[config.mk]
export PLATFORM = sky130hd
export DESIGN_NAME = mdu_div
export DESIGN_NICKNAME = d
export VERILOG_FILES = /design/src/rtl/mdu_div.sv
export SDC_FILE = /design/constraint.sdc
export NUM_CORES = 1
export LEC_CHECK = 0
export BUFFER_PORTS_ARGS = -buffer_cell sky130_fd_sc_hd__buf_2
export CAP_MARGIN = 20
export CELL_PAD_IN_SITES_DETAIL_PLACEMENT = 1
export CELL_PAD_IN_SITES_GLOBAL_PLACEMENT = 1
export CORE_ASPECT_RATIO = 0.75
export CORE_MARGIN = 2
export CORE_UTILIZATION = 45
export CTS_BUF_LIST = sky130_fd_sc_hd__clkbuf_8
export DETAILED_ROUTE_END_ITERATION = 8
export MAX_ROUTING_LAYER = met4
export PLACE_DENSITY = 0.83
export SKIP_CTS_REPAIR_TIMING = 1
export SLEW_MARGIN = 20
export SYNTH_ARGS = -nofsm -noshare
export SYNTH_HDL_FRONTEND = slang
export SYNTH_SLANG_ARGS = --single-unit
[constraint.sdc]
create_clock -name clk -period 7.3 [get_ports clk]
set_input_delay 0.365 -clock clk [delete_from_list [all_inputs] [get_ports clk]]
set_output_delay 0.365 -clock clk [all_outputs]
set_load 0.03 [all_outputs]
[src/rtl/mdu_div.sv]
// Multi-cycle 32-bit divider for the EX stage: restoring shift-subtract, one quotient bit per cycle.
// Result is {remainder, quotient}, held in END until EX drops start_i.
module mdu_div (
    input  logic        clk,
    input  logic        rst,
    input  logic        start_i,
    input  logic        annul_i,
    input  logic        signed_div_i,
    input  logic [31:0] opdata1_i,
    input  logic [31:0] opdata2_i,
    output logic [63:0] result_o,
    output logic        ready_o,
    output logic        stallreq_o
);

    typedef enum logic [1:0] {
        S_FREE    = 2'd0,
        S_BY_ZERO = 2'd1,
        S_ON      = 2'd2,
        S_END     = 2'd3
    } state_e;

    state_e      state_q, state_d;
    logic [5:0]  cnt_q, cnt_d;
    logic [31:0] rem_q, rem_d;
    logic [31:0] quo_q, quo_d;
    logic [31:0] dvsr_q, dvsr_d;
    logic        signed_q, signed_d;
    logic        neg1_q, neg1_d;
    logic        neg2_q, neg2_d;
    logic [63:0] result_q, result_d;
    logic        ready_q, ready_d;

    logic [31:0] op1_mag;
    logic [31:0] op2_mag;
    logic [32:0] trial;
    logic [31:0] quo_fix;
    logic [31:0] rem_fix;

    // Operands are reduced to magnitudes up front so the loop is purely unsigned.
    assign op1_mag = (signed_div_i && opdata1_i[31]) ? (~opdata1_i + 32'd1) : opdata1_i;
    assign op2_mag = (signed_div_i && opdata2_i[31]) ? (~opdata2_i + 32'd1) : opdata2_i;

    // Partial remainder stays below the divisor, so the shifted value fits in 33 bits
    // and bit 32 of the difference is the borrow.
    assign trial   = {rem_q, quo_q[31]} - {1'b0, dvsr_q};

    assign quo_fix = (signed_q && (neg1_q ^ neg2_q)) ? (~quo_q + 32'd1) : quo_q;
    assign rem_fix = (signed_q && neg1_q) ? (~rem_q + 32'd1) : rem_q;

    always_comb begin
        state_d  = state_q;
        cnt_d    = cnt_q;
        rem_d    = rem_q;
        quo_d    = quo_q;
        dvsr_d   = dvsr_q;
        signed_d = signed_q;
        neg1_d   = neg1_q;
        neg2_d   = neg2_q;
        result_d = result_q;
        ready_d  = ready_q;

        case (state_q)
            S_FREE: begin
                if (start_i && !annul_i) begin
                    signed_d = signed_div_i;
                    neg1_d   = opdata1_i[31];
                    neg2_d   = opdata2_i[31];
                    quo_d    = op1_mag;
                    rem_d    = 32'd0;
                    dvsr_d   = op2_mag;
                    cnt_d    = 6'd0;
                    state_d  = (opdata2_i == 32'd0) ? S_BY_ZERO : S_ON;
                end
            end
            S_BY_ZERO: begin
                if (annul_i) begin
                    state_d  = S_FREE;
                    cnt_d    = 6'd0;
                    ready_d  = 1'b0;
                    result_d = 64'd0;
                end else begin
                    state_d  = S_END;
                    ready_d  = 1'b1;
                    result_d = 64'd0;
                end
            end
            S_ON: begin
                if (annul_i) begin
                    state_d  = S_FREE;
                    cnt_d    = 6'd0;
                    ready_d  = 1'b0;
                    result_d = 64'd0;
                end else if (cnt_q != 6'd32) begin
                    if (trial[32]) begin
                        rem_d = {rem_q[30:0], quo_q[31]};
                        quo_d = {quo_q[30:0], 1'b0};
                    end else begin
                        rem_d = trial[31:0];
                        quo_d = {quo_q[30:0], 1'b1};
                    end
                    cnt_d = cnt_q + 6'd1;
                end else begin
                    state_d  = S_END;
                    ready_d  = 1'b1;
                    result_d = {rem_fix, quo_fix};
                end
            end
            S_END: begin
                if (!start_i) begin
                    state_d  = S_FREE;
                    cnt_d    = 6'd0;
                    ready_d  = 1'b0;
                    result_d = 64'd0;
                end
            end
            default: begin
                state_d  = S_FREE;
                cnt_d    = 6'd0;
                ready_d  = 1'b0;
                result_d = 64'd0;
            end
        endcase
    end

    always_ff @(posedge clk) begin
        if (rst) begin
            state_q  <= S_FREE;
            cnt_q    <= 6'd0;
            rem_q    <= 32'd0;
            quo_q    <= 32'd0;
            dvsr_q   <= 32'd0;
            signed_q <= 1'b0;
            neg1_q   <= 1'b0;
            neg2_q   <= 1'b0;
            result_q <= 64'd0;
            ready_q  <= 1'b0;
        end else begin
            state_q  <= state_d;
            cnt_q    <= cnt_d;
            rem_q    <= rem_d;
            quo_q    <= quo_d;
            dvsr_q   <= dvsr_d;
            signed_q <= signed_d;
            neg1_q   <= neg1_d;
            neg2_q   <= neg2_d;
            result_q <= result_d;
            ready_q  <= ready_d;
        end
    end

    assign result_o   = result_q;
    assign ready_o    = ready_q;
    // Stall must be visible in the very cycle EX first raises start_i.
    assign stallreq_o = ~rst & start_i & ~annul_i & (state_q != S_END);

endmodule

==> Word level (Yosys, flattened, before mapping) <==
Cells that the tools add are included.
{ "totals": {"ff_bits": 172, "wordCells": 89, "out_inout_bits": 66, "inputBits": 69} }
{ "op_classes": {"eq_ne": 12, "add_sub_neg": 6, "mux": 36, "n_reduce_logical": 15, "n_bitwise": 10} }
{ "op_table": {"columns": ["cell", "n"], "rows": [
  ["$mux 32", 11],
  ["$mux 64", 3],
  ["$pmux 64 s3", 1],
  ["$add 32x1->32 const B", 4],
  ["$not 32->32", 4],
  ["$pmux 32 s2", 2],
  ["$sub 33x32->33", 1],
  ["$logic_not 32->1", 1],
  ["$mux 6", 5],
  ["$pmux 6 s4", 1],
  ["$mux 2", 6],
  ["$ne 2x2->1 const B", 6],
  ["$pmux 2 s4", 1],
  ["$reduce_and 4->1", 2],
  ["$add 6x1->6 const B", 1],
  ["$ne 3x3->1 const B", 2],
  ["$ne 6x6->1 const B", 1],
  ["$reduce_and 3->1", 2],
  ["$logic_and 1x1->1", 5],
  ["$mux 1", 5],
  ["$eq 2x2->1 const B", 2],
  ["$and 1x1->1", 3],
  ["$pmux 1 s3", 1],
  ["$reduce_bool 3->1", 1],
  ["7 further kinds", 8]
]} }

==> Logic depth before layout (Yosys ltp) <==
{ "depth": {"ltp_word": 6, "depth_mapped": 13, "ltp_nobuf": 12} }

==> Worst setup path after synthesis <==
OpenSTA, ideal clock, no wires.
{ "synth_path": {"path_kind": "register to register", "startpoint": "register quo_q[31]", "endpoint": "register rem_q[26]", "n_path_buf": 1, "arrival_time_ns": 3.052, "setup_slack_ns": 4.127, "synth_period_minus_slack_ns": 3.173, "path_stages_with_launch": 14, "required_ns": 7.178, "cell_sequence": "dfxtp_1 -> inv_1 -> ha_1 -> fa_1 -> and2b_1 -> o31a_1 -> o21ai_1 -> a211o_1 -> a2111o_1 -> a211o_1 -> nand3_4 -> buf_8 -> nor2_1 -> a221o_1"} }
{ "synth_via": {"elab_chain_cells": 5} }
{ "synth_rtl": {"columns": ["element", "line", "rtl"], "rows": [
  ["from (decl)", "26", "logic [31:0] quo_q, quo_d;"],
  ["from (signal assigned)", "142", "quo_q <= quo_d;"],
  ["$sub 33x32->33", "46", "assign trial = {rem_q, quo_q[31]} - {1'b0, dvsr_q};"],
  ["$mux 32", "95", "if (trial[32]) begin"],
  ["$mux 32", "94", "end else if (cnt_q != 6'd32) begin"],
  ["$mux 32", "89", "if (annul_i) begin"],
  ["$pmux 32 s2", "63", "case (state_q)"],
  ["to (signal assigned)", "141", "rem_q <= rem_d;"],
  ["to (decl)", "25", "logic [31:0] rem_q, rem_d;"]
]} }
Every way passes these cells. The select of a mux whose other input is x is not followed.
A chain may end at the register's enable or synchronous reset.

==> Worst setup path in the final report <==
{ "layout_path": {"startpoint": "register quo_q[31]", "endpoint": "register rem_q[29]"} }
The elaborated chain is that of the path after synthesis.

==> qor.csv <==
stage,metric,value,unit
finish,Post-Layout Cell Count,1856,
synth,Syn Nets,1545,
synth,register area share after synthesis,31.2,%
detailed_routing,DR WL/cell,19.7,um
grt,largest net degree at the start of global routing,70,
die,die height,140,um
placed_design,PortBufs,134,
critical_path,Critical Path RT,7.68,ns
grt,first-pass GRT wire length,58.3,mm
synth,YS warnings,0,
timing,setup repair after global routing missed its margin,no,
die,core footprint,24000,um2
grt,gr usage total,29.5,%
detailed_routing,DR pass1 iterations,5,
critical_path,Critical Path Sink Type,flip-flop,
synth,top-count cell post-synth,dfxtp_1,
critical_path,slowest cell delay on critical path,0.49,ns
synth,"flops & latches, synth",172,
synth,Synth top cells by count,"dfxtp_1, nor2_1, nand2_1",
detailed_routing,Avg Vias per Cell,5.86,
finish,nets@finish,1626,
timing,final hold vios,0,
synth,synthesized area,11000,um2
synth,Yosys top cell by area,dfxtp_1,
finish,area grow syn2layout,11.4,%
pwr,Max VDD drop,0.000146,V
die,die width,185,um
critical_path,worst setup path class,flip-flop to flip-flop,
detailed_routing,final WL,36.6,mm
critical_path,Crit-path slowest cell,nand3_4,
grt,vias in the first global route,10600,
finish,ratio of cells with drive above 1 in the final layout,13.0,%
pwr,leak pwr,0.00500,uW
clock_tree,CTS H-Tree Depth,4,
grt,gr ovfl total,0,
critical_path,worst path arrival time,4.17,ns
timing,Least-Margin Pin Slew,1.05,ns
timing,Final period util,52.0,%
placed_design,placed cells,1826,
critical_path,Critical Path Most Common Cell,a211o_1,
pwr,Pwr Density,306,nW/um2
timing,"Slew Viols, Final",0,
synth,Synth area leaders,"dfxtp_1, xor2_1, nor2_1",
timing,relative slew slack,30.0,%
die,io pins,135,
synth,Yosys top cell area share,31.2,%
placed_design,global placement routability congestion,0.915,
outcome,status,completed,
placed_design,post-DP HPWL,27.7,mm
detailed_routing,Vias,10900,
timing,Final Critical Period,3.79,ns
timing,Finish-stage setup viols,0,
critical_path,CP Launch Type,flip-flop,
detailed_routing,1st-iter DRT viols,807,
clock_tree,CTS buffer count,17,
synth,"EDFF count, synth",0,
detailed_routing,Post-DRT Antenna Nets,0,
timing,worst clock skew,0.0183,ns
die,total die area,25800,um2
finish,ANT cells,0,
clock_tree,clk buf depth,2,
clock_tree,CTS tree,yes,
die,starting density of the core,45.9,%
grt,initial antenna violation count,0,
timing,Peak Freq,264,MHz
clock_tree,clock sinks,172,
flow_run,Max Cap Viol,0,
timing,post-route setup TNS,0,ns
clock_tree,CTS root buf,clkbuf_8,
clock_tree,clock slew at reported path FFs,0.09,ns
detailed_routing,drc violations,0,
synth,async set or reset register ratio after synthesis,0,%
synth,Syn Area/Cell,7.71,um2
die,row count,49,
critical_path,crit-path cells,inv_1 > ha_1 > fa_1 > and2b_1 > o31a_1 > o21ai_1 > a211o_1 > a2111o_1 > a211o_1 > nand3_4 > o21ai_0 > a31o_2,
clock_tree,worst skew pair latency,0.49,ns
critical_path,CP max FO,35,
worst_hold_path,HP Class,primary input to flip-flop,
synth,synthesized instance count,1433,
synth,number of library cell types mapped by synthesis,69,
synth,Main synth FF type,dfxtp_1,
final cells by class:
class	count	area [um2]
Sequential cell	172	3440
Tap cell	331	414
Clock inverter	11	143
Inverter	55	206
Clock buffer	19	262
Timing Repair Buffer	142	733
Multi-Input combinational cell	1126	7110
Fill cell	3062	11700
final timing paths:
kind                                 from                 endpoint  slack, ns  cells past startpoint
hold reg to reg   dvsr_q[31]$_SDFFE_PP0P_  dvsr_q[31]$_SDFFE_PP0P_       0.49                      2
setup reg to reg   quo_q[31]$_SDFFE_PP0P_   rem_q[29]$_SDFFE_PP0P_       3.51                     12
hold / removal              opdata1_i[31]      neg1_q$_SDFFE_PP0P_       0.18                      3
setup / recovery   quo_q[31]$_SDFFE_PP0P_   rem_q[29]$_SDFFE_PP0P_       3.51                     12
routing by layer:
metal / global-route usage (%) / wire length [um] / vias to the layer above
met5: - / 0 / -
met4: 4.89 / 308 / 0
met3: 4.42 / 2240 / 19
met2: 41.4 / 15000 / 325
met1: 44.8 / 19100 / 5304
li1: - / - / 5237
registers in the layout (all words and copies together), names as in the netlist:
| signal | count |
|---|---|
| result_o | 64 |
| dvsr_q | 32 |
| quo_q | 32 |
| rem_q | 32 |
| cnt_q | 6 |
| state_q | 2 |
| neg1_q | 1 |
| neg2_q | 1 |
| ready_o | 1 |
| signed_q | 1 |
cells in the final DEF, fill, tap and decap left out, types with 8 or more instances in the layout:
master / n
buf_2: 133
a31oi_1: 8
nor3_1: 37
a311oi_1: 8
mux2i_1: 35
inv_1: 56
a22oi_1: 34
o41ai_1: 11
nand2_1: 167
a211oi_1: 28
or3_1: 12
nor4_1: 17
ha_1: 41
nor2_1: 166
a22o_1: 21
nand3_1: 15
a21oi_1: 110
o21ai_0: 81
a21o_1: 18
nand2b_1: 8
dfxtp_1: 172
and2_1: 11
nor2b_1: 8
o31ai_1: 13
xor2_1: 76
buf_4: 9
o21ai_1: 29
clkbuf_8: 19
nand4_1: 8
xnor2_1: 67
or4_1: 10
through the flow:
step	util (%)	worst slack [ns]	instance area (um2)	total power [uW]	hold slack [ns]
global route	51.2	3.22	12300	4000	0.191
global placement	49.4	3.68	11900	2940	0.457
CTS	51.2	3.52	12300	3740	0.154
floorplan	-	4.13	11000	2580	0.446
detailed placement	49.5	3.54	11900	3010	0.474
finish	51.2	3.51	12300	3760	0.180
report_power, final:
group | internal (uW) | switching, uW | leakage (uW)
clock | 353 | 373 | 0.000209
sequential | 1040 | 160 | 0.00139
combinational | 664 | 1170 | 0.00340
critical path: cells and delay by family, from the launching register on:
kind | cells | cell delay, ns
fa+ha+maj | 2 | 0.66
buf+inv | 1 | 0.09
compound gates | 7 | 1.89
simple gates | 2 | 0.72
flops | 1 | 0.32
cells by family after synthesis:
family          after synthesis  share of synthesized area [%]
compound gates              409                           23.8
fa+ha+maj                    43                           4.94
simple gates                496                           20.6
mux                          35                           3.17
buf+inv                     135                           5.01
xor+xnor                    143                           11.3
flops                       172                           31.2
Power figures use the tool's default switching activity.
